## src/rtl/snn_layer_seq.sv

```systemverilog
// Sequencer for one fully-connected SNN layer pass: walks NUM_OUT neurons x NUM_IN inputs,
// drives memory addresses and MAC controls, writes activations back and tracks their argmax.
module snn_layer_seq #(
    parameter int NUM_IN  = 784,
    parameter int NUM_OUT = 32,
    parameter int IN_AW   = $clog2(NUM_IN),
    parameter int WT_AW   = $clog2(NUM_IN * NUM_OUT),
    parameter int OUT_AW  = (NUM_OUT > 1) ? $clog2(NUM_OUT) : 1
) (
    input  logic                     clk,
    input  logic                     rst_n,
    input  logic                     start,
    output logic [IN_AW-1:0]         in_addr,
    output logic [WT_AW-1:0]         wt_addr,
    output logic                     mac_clr,
    output logic                     mac_en,
    input  logic signed [7:0]        lut_q,
    output logic                     out_we,
    output logic [OUT_AW-1:0]        out_addr,
    output logic                     busy,
    output logic                     done,
    output logic [OUT_AW-1:0]        digit
);

    localparam logic [2:0] S_IDLE   = 3'd0;
    localparam logic [2:0] S_CLR    = 3'd1;
    localparam logic [2:0] S_MAC    = 3'd2;
    localparam logic [2:0] S_DRAIN1 = 3'd3;
    localparam logic [2:0] S_DRAIN2 = 3'd4;
    localparam logic [2:0] S_WRITE  = 3'd5;
    localparam logic [2:0] S_DONE   = 3'd6;

    localparam logic [IN_AW-1:0]  I_LAST  = IN_AW'(NUM_IN - 1);
    localparam logic [OUT_AW-1:0] N_LAST  = OUT_AW'(NUM_OUT - 1);
    localparam logic [WT_AW-1:0]  WT_STEP = WT_AW'(NUM_IN);

    logic [2:0]          state;
    logic [IN_AW-1:0]    i_cnt;
    logic [OUT_AW-1:0]   n_cnt;
    logic [WT_AW-1:0]    wt_base;
    logic signed [7:0]   best_val;
    logic [OUT_AW-1:0]   best_idx;

    always_ff @(posedge clk) begin
        if (!rst_n) begin
            state    <= S_IDLE;
            i_cnt    <= '0;
            n_cnt    <= '0;
            wt_base  <= '0;
            best_val <= 8'sh80;
            best_idx <= '0;
            digit    <= '0;
            mac_en   <= 1'b0;
        end else begin
            // memories have one cycle of read latency, so the MAC enable trails the address phase
            mac_en <= (state == S_MAC);
            case (state)
                S_IDLE: begin
                    i_cnt    <= '0;
                    n_cnt    <= '0;
                    wt_base  <= '0;
                    best_val <= 8'sh80;
                    best_idx <= '0;
                    if (start) state <= S_CLR;
                end
                S_CLR: begin
                    i_cnt <= '0;
                    state <= S_MAC;
                end
                S_MAC: begin
                    if (i_cnt == I_LAST) state <= S_DRAIN1;
                    else                 i_cnt <= i_cnt + IN_AW'(1);
                end
                S_DRAIN1: state <= S_DRAIN2;
                S_DRAIN2: state <= S_WRITE;
                S_WRITE: begin
                    // strict compare keeps the lower index on ties
                    if (n_cnt == '0 || lut_q > best_val) begin
                        best_val <= lut_q;
                        best_idx <= n_cnt;
                    end
                    if (n_cnt == N_LAST) begin
                        state <= S_DONE;
                    end else begin
                        n_cnt   <= n_cnt + OUT_AW'(1);
                        wt_base <= wt_base + WT_STEP;
                        state   <= S_CLR;
                    end
                end
                S_DONE: begin
                    digit <= best_idx;
                    state <= S_IDLE;
                end
                default: state <= S_IDLE;
            endcase
        end
    end

    assign in_addr  = (state == S_MAC) ? i_cnt : '0;
    assign wt_addr  = (state == S_MAC) ? wt_base + WT_AW'(i_cnt) : '0;
    assign mac_clr  = (state == S_CLR);
    assign out_we   = (state == S_WRITE);
    assign out_addr = (state == S_WRITE) ? n_cnt : '0;
    assign busy     = (state != S_IDLE);
    assign done     = (state == S_DONE);

endmodule
```

## config.mk

```make
export PLATFORM = sky130hd
export DESIGN_NAME = snn_layer_seq
export DESIGN_NICKNAME = d
export VERILOG_FILES = /design/src/rtl/snn_layer_seq.sv
export SDC_FILE = /design/constraint.sdc
export NUM_CORES = 1
export LEC_CHECK = 0
export CAP_MARGIN = 20
export CORE_MARGIN = 2
export CORE_UTILIZATION = 34
export CTS_CLUSTER_SIZE = 30
export DETAILED_ROUTE_END_ITERATION = 16
export HOLD_SLACK_MARGIN = 0.1
export PLACE_DENSITY = 0.66
export SYNTH_ARGS = -nofsm -noshare
export SYNTH_HDL_FRONTEND = slang
export SYNTH_SLANG_ARGS = --single-unit
export TNS_END_PERCENT = 20
```

## constraint.sdc

```tcl
create_clock -name clk -period 2.35 [get_ports clk]
set_input_delay 0.47 -clock clk [delete_from_list [all_inputs] [get_ports clk]]
set_output_delay 0.47 -clock clk [all_outputs]
set_load 0.1 [all_outputs]
```

==> summary.txt, run 1 <==
Clock tree
  • Sink Count: 48
  • CTS max path bufs: 2
  • Cts bufs inserted: 5
  • CTS clock-pin slew for the worst setup and hold paths: 0.09 ns
  • CTS root buffer: clkbuf_8
  • CTS tree: built
  • CTS Hold Bufs: 0
  • H-tree depth: 2
  • Latest clock arrival within the worst-skew pair: just over 0.3 ns

Power and ir drop
  • Switch Pwr: a little under 0.7 mW
  • Sw Ratio: 34.7%
  • Maximum VDD drop: 0.000406 V
  • Clock power share: 25.7%
  • Internal power: 1.28 mW
  • Power share of the combinational group: 31.3%
  • Seq pwr share: 43.0%
  • Leakage: 1.73 nW
  • Pwr dens: 455 mW/mm2

Hold path
  • Hold Crit Start: best_val[2]
  • Hold path cells: 2
  • Worst Hold Class: flip-flop to flip-flop
  • Min-Delay Endpoint: best_val[2]

STA
  • Final setup TNS: -0.829 ns
  • Final hold vios: 0
  • Fin crit period: ~2.6 ns
  • Worst setup slack after layout: -0.229 ns
  • Fmax: 0.388 GHz
  • RSZ-0062 raised after global routing: true
  • Worst clock skew: 0.0118 ns
  • Period utilisation layout: 110%
  • Fin. max-slew vios: 0
  • Final Setup Violations: 7

Critical path
  • Crit path launch type: flip-flop
  • Critical Path RT: 1.88 ns
  • Worst reg2reg setup slack: 0.29 ns
  • CP arrival: 2.11 ns
  • CP endpoint kind: output pin
  • Crit. Startpoint: wt_base[5]
  • Reg2reg start: n_cnt[0]
  • Crit-path max FO: 3
  • R2R cell count: 9
  • Crit Path Class: flip-flop to output pin
  • R2r endpoint: wt_base[12]

Placed design
  • Port buffer count: 50
  • Placer Congestion: just under 0.9
  • Detailed-placement wirelength estimate: 5200 um
  • Pre-CTS WS: -0.154 ns

Global route
  • First-pass GRT wire length: 11600 um
  • GRT Total Usage: 14.3%
  • Initial antenna violation count: 0
  • Vias in the first global route: between 2000 and 3000
  • Gr ovfl total: 0
  • Pin count of the biggest net entering global routing: 20

Yosys
  • Dominant synthesized flop cell: dfxtp_1
  • Synth top area cells: dfxtp_1, ha_1, mux2i_1
  • Average cell area after synthesis: between 8 and 9 um2
  • Asr flop ratio synth: 0%
  • Syn Nets: 385
  • Post-synthesis compound-gate area fraction: 14.5%
  • Seq cells post-synth: 48
  • YS warnings: 0
  • Register area share after synthesis: 31.9%
  • EDFF count, synth: 0
  • Cell Area, Synth: ~0.003 mm2
  • Adder-Cell Fraction of Synth Area: between 8 and 9%
  • Largest family of logic cells by synthesized area: simple AND/OR/NAND/NOR gates
  • Synth Area in Simple Gates: 26.0%
  • Most area-hungry cell type in the Yosys netlist: dfxtp_1
  • Yosys top cell area share: 31.9%
  • Count of cell types in the netlist: 58
  • Post-synthesis xor/xnor area fraction: ~7.6%
  • Multiplexer area fraction after synthesis: 6.32%
  • Cells after synthesis: approximately 350

Final layout
  • Fin nets: about 450
  • Final-layout fill cell count: approximately 800
  • Layout cells sized above 1: ~28%
  • N_diodes: 0
  • Area delta synth->final: 43.7%

Die
  • Die area: roughly 0.0096 mm2
  • Core Rows: 34
  • Core area: ~0.0086 mm2
  • Die height: approximately 98 um
  • IO Pins: 51
  • DIE WIDTH: slightly below 100 um
  • Initial core utilization: 34.8%

Drt
  • 1st-pass router iterations: 4
  • Initial DRC Count: 82
  • Via/cell ratio: 5.05
  • DR WL/cell: 12.8 um
  • # DRC: 0
  • Total number of vias: 2670
  • Antenna-violating nets left: 0
  • DRT Wirelength: between 6000 and 7000 um

Status
  • Violations in the final reports: setup timing
  • Status: finished with violations

Job
  • Max Cap Viol: 0
[power by group through the flow]
stage | combinational [mW] | sequential (mW) | clock (mW)
5_1_grt | 0.656 | 0.849 | 0.562
3_5_place_dp | 0.610 | 0.865 | 0
6_report | 0.614 | 0.845 | 0.505
2_1_floorplan | 0.425 | 0.873 | 0
4_1_cts | 0.615 | 0.846 | 0.528
3_3_place_gp | 0.601 | 0.864 | 0
[metal layers]
layer	share of wire, %	vias up	GRT usage (%)
met4	1.0	0	3.95
met5	0	-	0
met2	48	66	25.2
met1	46	1247	18.1
met3	4.3	6	2.29
li1	-	1351	-
[through the flow]
step | total power [mW] | util, % | hold WS, ns | cells | cell area, um2
2_1_floorplan | 1.30 | - | 0.437 | 354 | 3100
3_3_place_gp | 1.47 | 48.1 | 0.446 | 519 | 4160
3_5_place_dp | 1.48 | 48.1 | 0.456 | 519 | 4160
4_1_cts | 1.99 | 49.5 | 0.471 | 529 | 4270
5_1_grt | 2.07 | 50.0 | 0.488 | 529 | 4320
6_report | 1.96 | 50.0 | 0.468 | 529 | 4320
[cell families (layout without fill, tap and decap cells)]
kind of cell / Yosys count / after routing
buf+inv: 33 / 100
mux: 19 / 19
compound gates: 56 / 56
xor+xnor: 26 / 26
fa+ha+maj: 20 / 20
flops: 48 / 48
other cells: 1 / 1
simple gates: 151 / 151
[cell usage in the layout (no fill, tap or decap), types with 3 or more instances in the layout]
cell type        Yosys  final
a21boi_1             5      4
a21o_1               4      4
a21oi_1             13     10
a31oi_1              3      3
and2_1              17     16
and3_1               4      4
and4_1               4      4
buf_12               0     35
buf_4                2     31
clkbuf_8             0      5
clkdlybuf4s50_1      0     10
dfxtp_1             48     44
dfxtp_2              0      4
ha_1                20     17
inv_1               15     15
mux2i_1             19     19
nand2_1             39     39
nand3_1             10      9
nand4_1              4      4
nor2_1              40     31
nor2_2               0      5
nor2_4               0      4
nor2b_1             12     12
o211ai_1             5      5
o21ai_0              4      3
xnor2_1             12     10
xor2_1              14     14
[cell usage after synthesis, types with 9 or more instances]
cell type and number:
a21oi_1 13, nand3_1 10, xnor2_1 12, nor2b_1 12, ha_1 20, nor2_1 40, inv_1 15, and2_1 17
mux2i_1 19, nand2_1 39, clkbuf_1 9, xor2_1 14, dfxtp_1 48
[worst max-delay path by stage]
stage | end | depth (start not counted)
after global placement | best_idx[0] | 7
after CTS | wt_addr[11] | 8
after global routing | wt_addr[13] | 7
final | wt_addr[13] | 7
after detailed placement | best_val[6] | 7
after floorplan | wt_addr[0] | 6
[cell type report]
cell class,instances,area [um2],share of cell area [%]
Clock buffer,5,68.8,1.59
Multi-Input combinational cell,273,2040,47.1
Tap cell,108,135,3.13
Timing Repair Buffer,76,1030,23.9
Sequential cell,48,966,22.4
Inverter,16,60.1,1.39
Clock inverter,3,22.5,0.521
[worst max-delay path: stages, from the launching register on]
cell	delay, ns
dfxtp_2	0.35
ha_4	0.27
a21o_1	0.10
a21o_1	0.16
a21boi_2	0.08
or4_4	0.50
a21oi_4	0.16
buf_12	0.18
[state kept, by name, indices dropped and copies added (netlist names)]
name	flops
digit	5
best_idx	5
best_val	8
mac_en	1
n_cnt	5
i_cnt	10
state	3
wt_base	11
[what timing repair did]
item | in CTS | in global routing
gates resized for setup | 2 | 9
endpoints found under the setup margin | 7 | 8
pin swaps | 6 | 3
buffers inserted | 2 | 0
Note: power is estimated with default switching activity, not from simulation.
==> run 2, diff against run 1 <==
Settings changed: CELL_PAD_IN_SITES_DETAIL_PLACEMENT set to 1, CELL_PAD_IN_SITES_GLOBAL_PLACEMENT set to 2, CORE_UTILIZATION 34 to 32, PLACE_DENSITY 0.66 to 0.91.
==> summary.txt, run 2 (same netlist as run 1, synthesis figures left out) <==
Clock tree
  • H-tree depth: 2
  • CTS tree: built
  • CTS clock-pin slew for the worst setup and hold paths: approximately 0.08 ns
  • CTS root buffer: clkbuf_8
  • Cts bufs inserted: 5
  • Latest clock arrival within the worst-skew pair: 0.29 ns
  • Sink Count: 48
  • CTS max path bufs: 2

Drt
  • Antenna-violating nets left: 0
  • 1st-pass router iterations: 4
  • Initial DRC Count: 65
  • Total number of vias: between 2000 and 3000
  • DRT Wirelength: 7980 um
  • # DRC: 0
  • DR WL/cell: 15.0 um
  • Via/cell ratio: 5.03

Hold path
  • Hold Crit Start: best_idx[2]
  • Min-Delay Endpoint: best_idx[2]
  • Hold path cells: 2
  • Worst Hold Class: flip-flop to flip-flop

Critical path
  • Most common cell on crit path: a21o_1
  • Critical Path RT: about 1.9 ns
  • Crit Path Class: flip-flop to output pin
  • Crit path launch type: flip-flop
  • CP arrival: 2.19 ns
  • CP max stage cell: o31ai_1
  • Worst reg2reg setup slack: 0.24 ns
  • R2r endpoint: wt_base[13]
  • CP endpoint kind: output pin
  • Reg2reg start: n_cnt[0]
  • Crit-path max FO: 3
  • R2R cell count: 9
  • CP Cell Sequence: ha_4 -> a21o_1 -> a21o_1 -> a21boi_2 -> buf_4 -> o31ai_1 -> a21oi_4 -> buf_12
  • Largest stage delay on the critical path: ~0.42 ns

STA
  • Fin. max-slew vios: 0
  • Fmax: 0.377 GHz
  • Final Setup Violations: 7
  • Final hold vios: 0
  • Period utilisation layout: 113%
  • Worst clock skew: 0.00360 ns
  • Worst setup slack after layout: -0.305 ns
  • RSZ-0062 raised after global routing: true
  • WHS: 0.472 ns
  • Fin crit period: 2.66 ns

Die
  • Core area: 0.00920 mm2
  • Initial core utilization: 32.7%
  • Die area: 0.0102 mm2
  • Die height: between 100 and 150 um
  • IO Pins: 51
  • Core Rows: 35
  • DIE WIDTH: 101 um

Job
  • Max Cap Viol: 0

Final layout
  • Layout cells sized above 1: 26.5%
  • Area delta synth->final: 43.6%
  • Fin util: 47.0%
  • Most frequent cells in the layout: dfxtp_1, nand2_1, buf_12
  • Fin nets: 453
  • Most flop-heavy register: wt_base
  • Final Cell Area: 0.00432 mm2
  • Largest registers: wt_base: 11 flops, i_cnt: 10 flops, best_val: 8 flops
  • N_diodes: 0
  • Most common cell after layout, fill and taps aside: dfxtp_1
  • Max reg flops: 11

Global route
  • Initial antenna violation count: 0
  • First-pass GRT wire length: 13300 um
  • Global routing usage on met3: between 2 and 2.5%
  • Vias in the first global route: 2810
  • Gr ovfl total: 0
  • Global routing usage on met1: 20.7%
  • Pin count of the biggest net entering global routing: 20
  • GR peak layer: met2
  • Met2 Use GR: a little under 30%
  • GRT Total Usage: 16.3%

Placed design
  • Placed inst area: 0.00417 mm2
  • Port buffer count: 50
  • Placer Congestion: 0.813
  • Detailed-placement wirelength estimate: 6240 um

Status
  • Status: finished with violations
  • Violations in the final reports: setup timing

Power and ir drop
  • Pwr dens: 464 mW/mm2
  • Total power: 2.00 mW
  • Maximum VDD drop: 0.000458 V
  • Leakage: around 1.7 nW
## run 2: repair_timing
item | in CTS | in global routing
cloned | 0 | 0
setup buffers | 0 | 2
endpoints found under the setup margin | 7 | 11
gates resized for setup | 1 | 6
pin swaps | 2 | 6
hold buffers | 0 | 0
## run 2: how the worst max path moves through the flow
| stage | depth (start not counted) | startpoint | slack [ns] | to |
|---|---|---|---|---|
| floorplan | 6 | state[2] | -0.24 | wt_addr[0] |
| global placement | 7 | lut_q[7] | -0.06 | best_val[5] |
| detailed placement | 7 | lut_q[7] | -0.16 | best_val[4] |
| CTS | 8 | wt_base[5] | -0.29 | wt_addr[11] |
| global route | 8 | wt_base[5] | -0.38 | wt_addr[13] |
| finish | 8 | wt_base[5] | -0.31 | wt_addr[13] |
## run 2: where the power goes
part | internal [mW] | switching (mW)
clock network | 0.262 | 0.264
registers | 0.830 | 0.0147
logic | 0.248 | 0.384
total | 1.34 | 0.664
## run 2: metal layers
layer / up-vias / wire length, um
met2: 50 / 3990
li1: 1349 / -
met5: - / 0
met3: 6 / 237
met4: 0 / 63
met1: 1278 / 3690
## run 2: area by class of cell
cell class / instances / area (um2)
fill: 1043 / 4880
multi-input combinational: 273 / 2000
timing repair buffer: 78 / 1050
sequential: 48 / 967
tap: 111 / 139
clock buffer: 7 / 96.3
inverter: 16 / 60.1
## run 2: critical path: cells and delay by family (launching register included)
kind	cells	cell delay, ns
buf+inv	2	0.33
fa+ha+maj	1	0.27
flops	1	0.36
compound gates	5	0.92
## run 2: per-stage QoR
step | setup WS (ns) | setup TNS [ns] | std cells
after global placement | -0.0607 | -0.652 | 524
after detailed placement | -0.157 | -1.75 | 524
after global routing | -0.375 | -2.38 | 533
final | -0.305 | -1.58 | 533
after CTS | -0.285 | -1.62 | 531
after floorplan | -0.245 | -3.05 | 354
==> run 3, diff against run 2 <==
Settings changed: CAP_MARGIN 20 to unset.
==> results of run 3 <==
No change in the layout: final DEF, timing and power equal those of run 2.
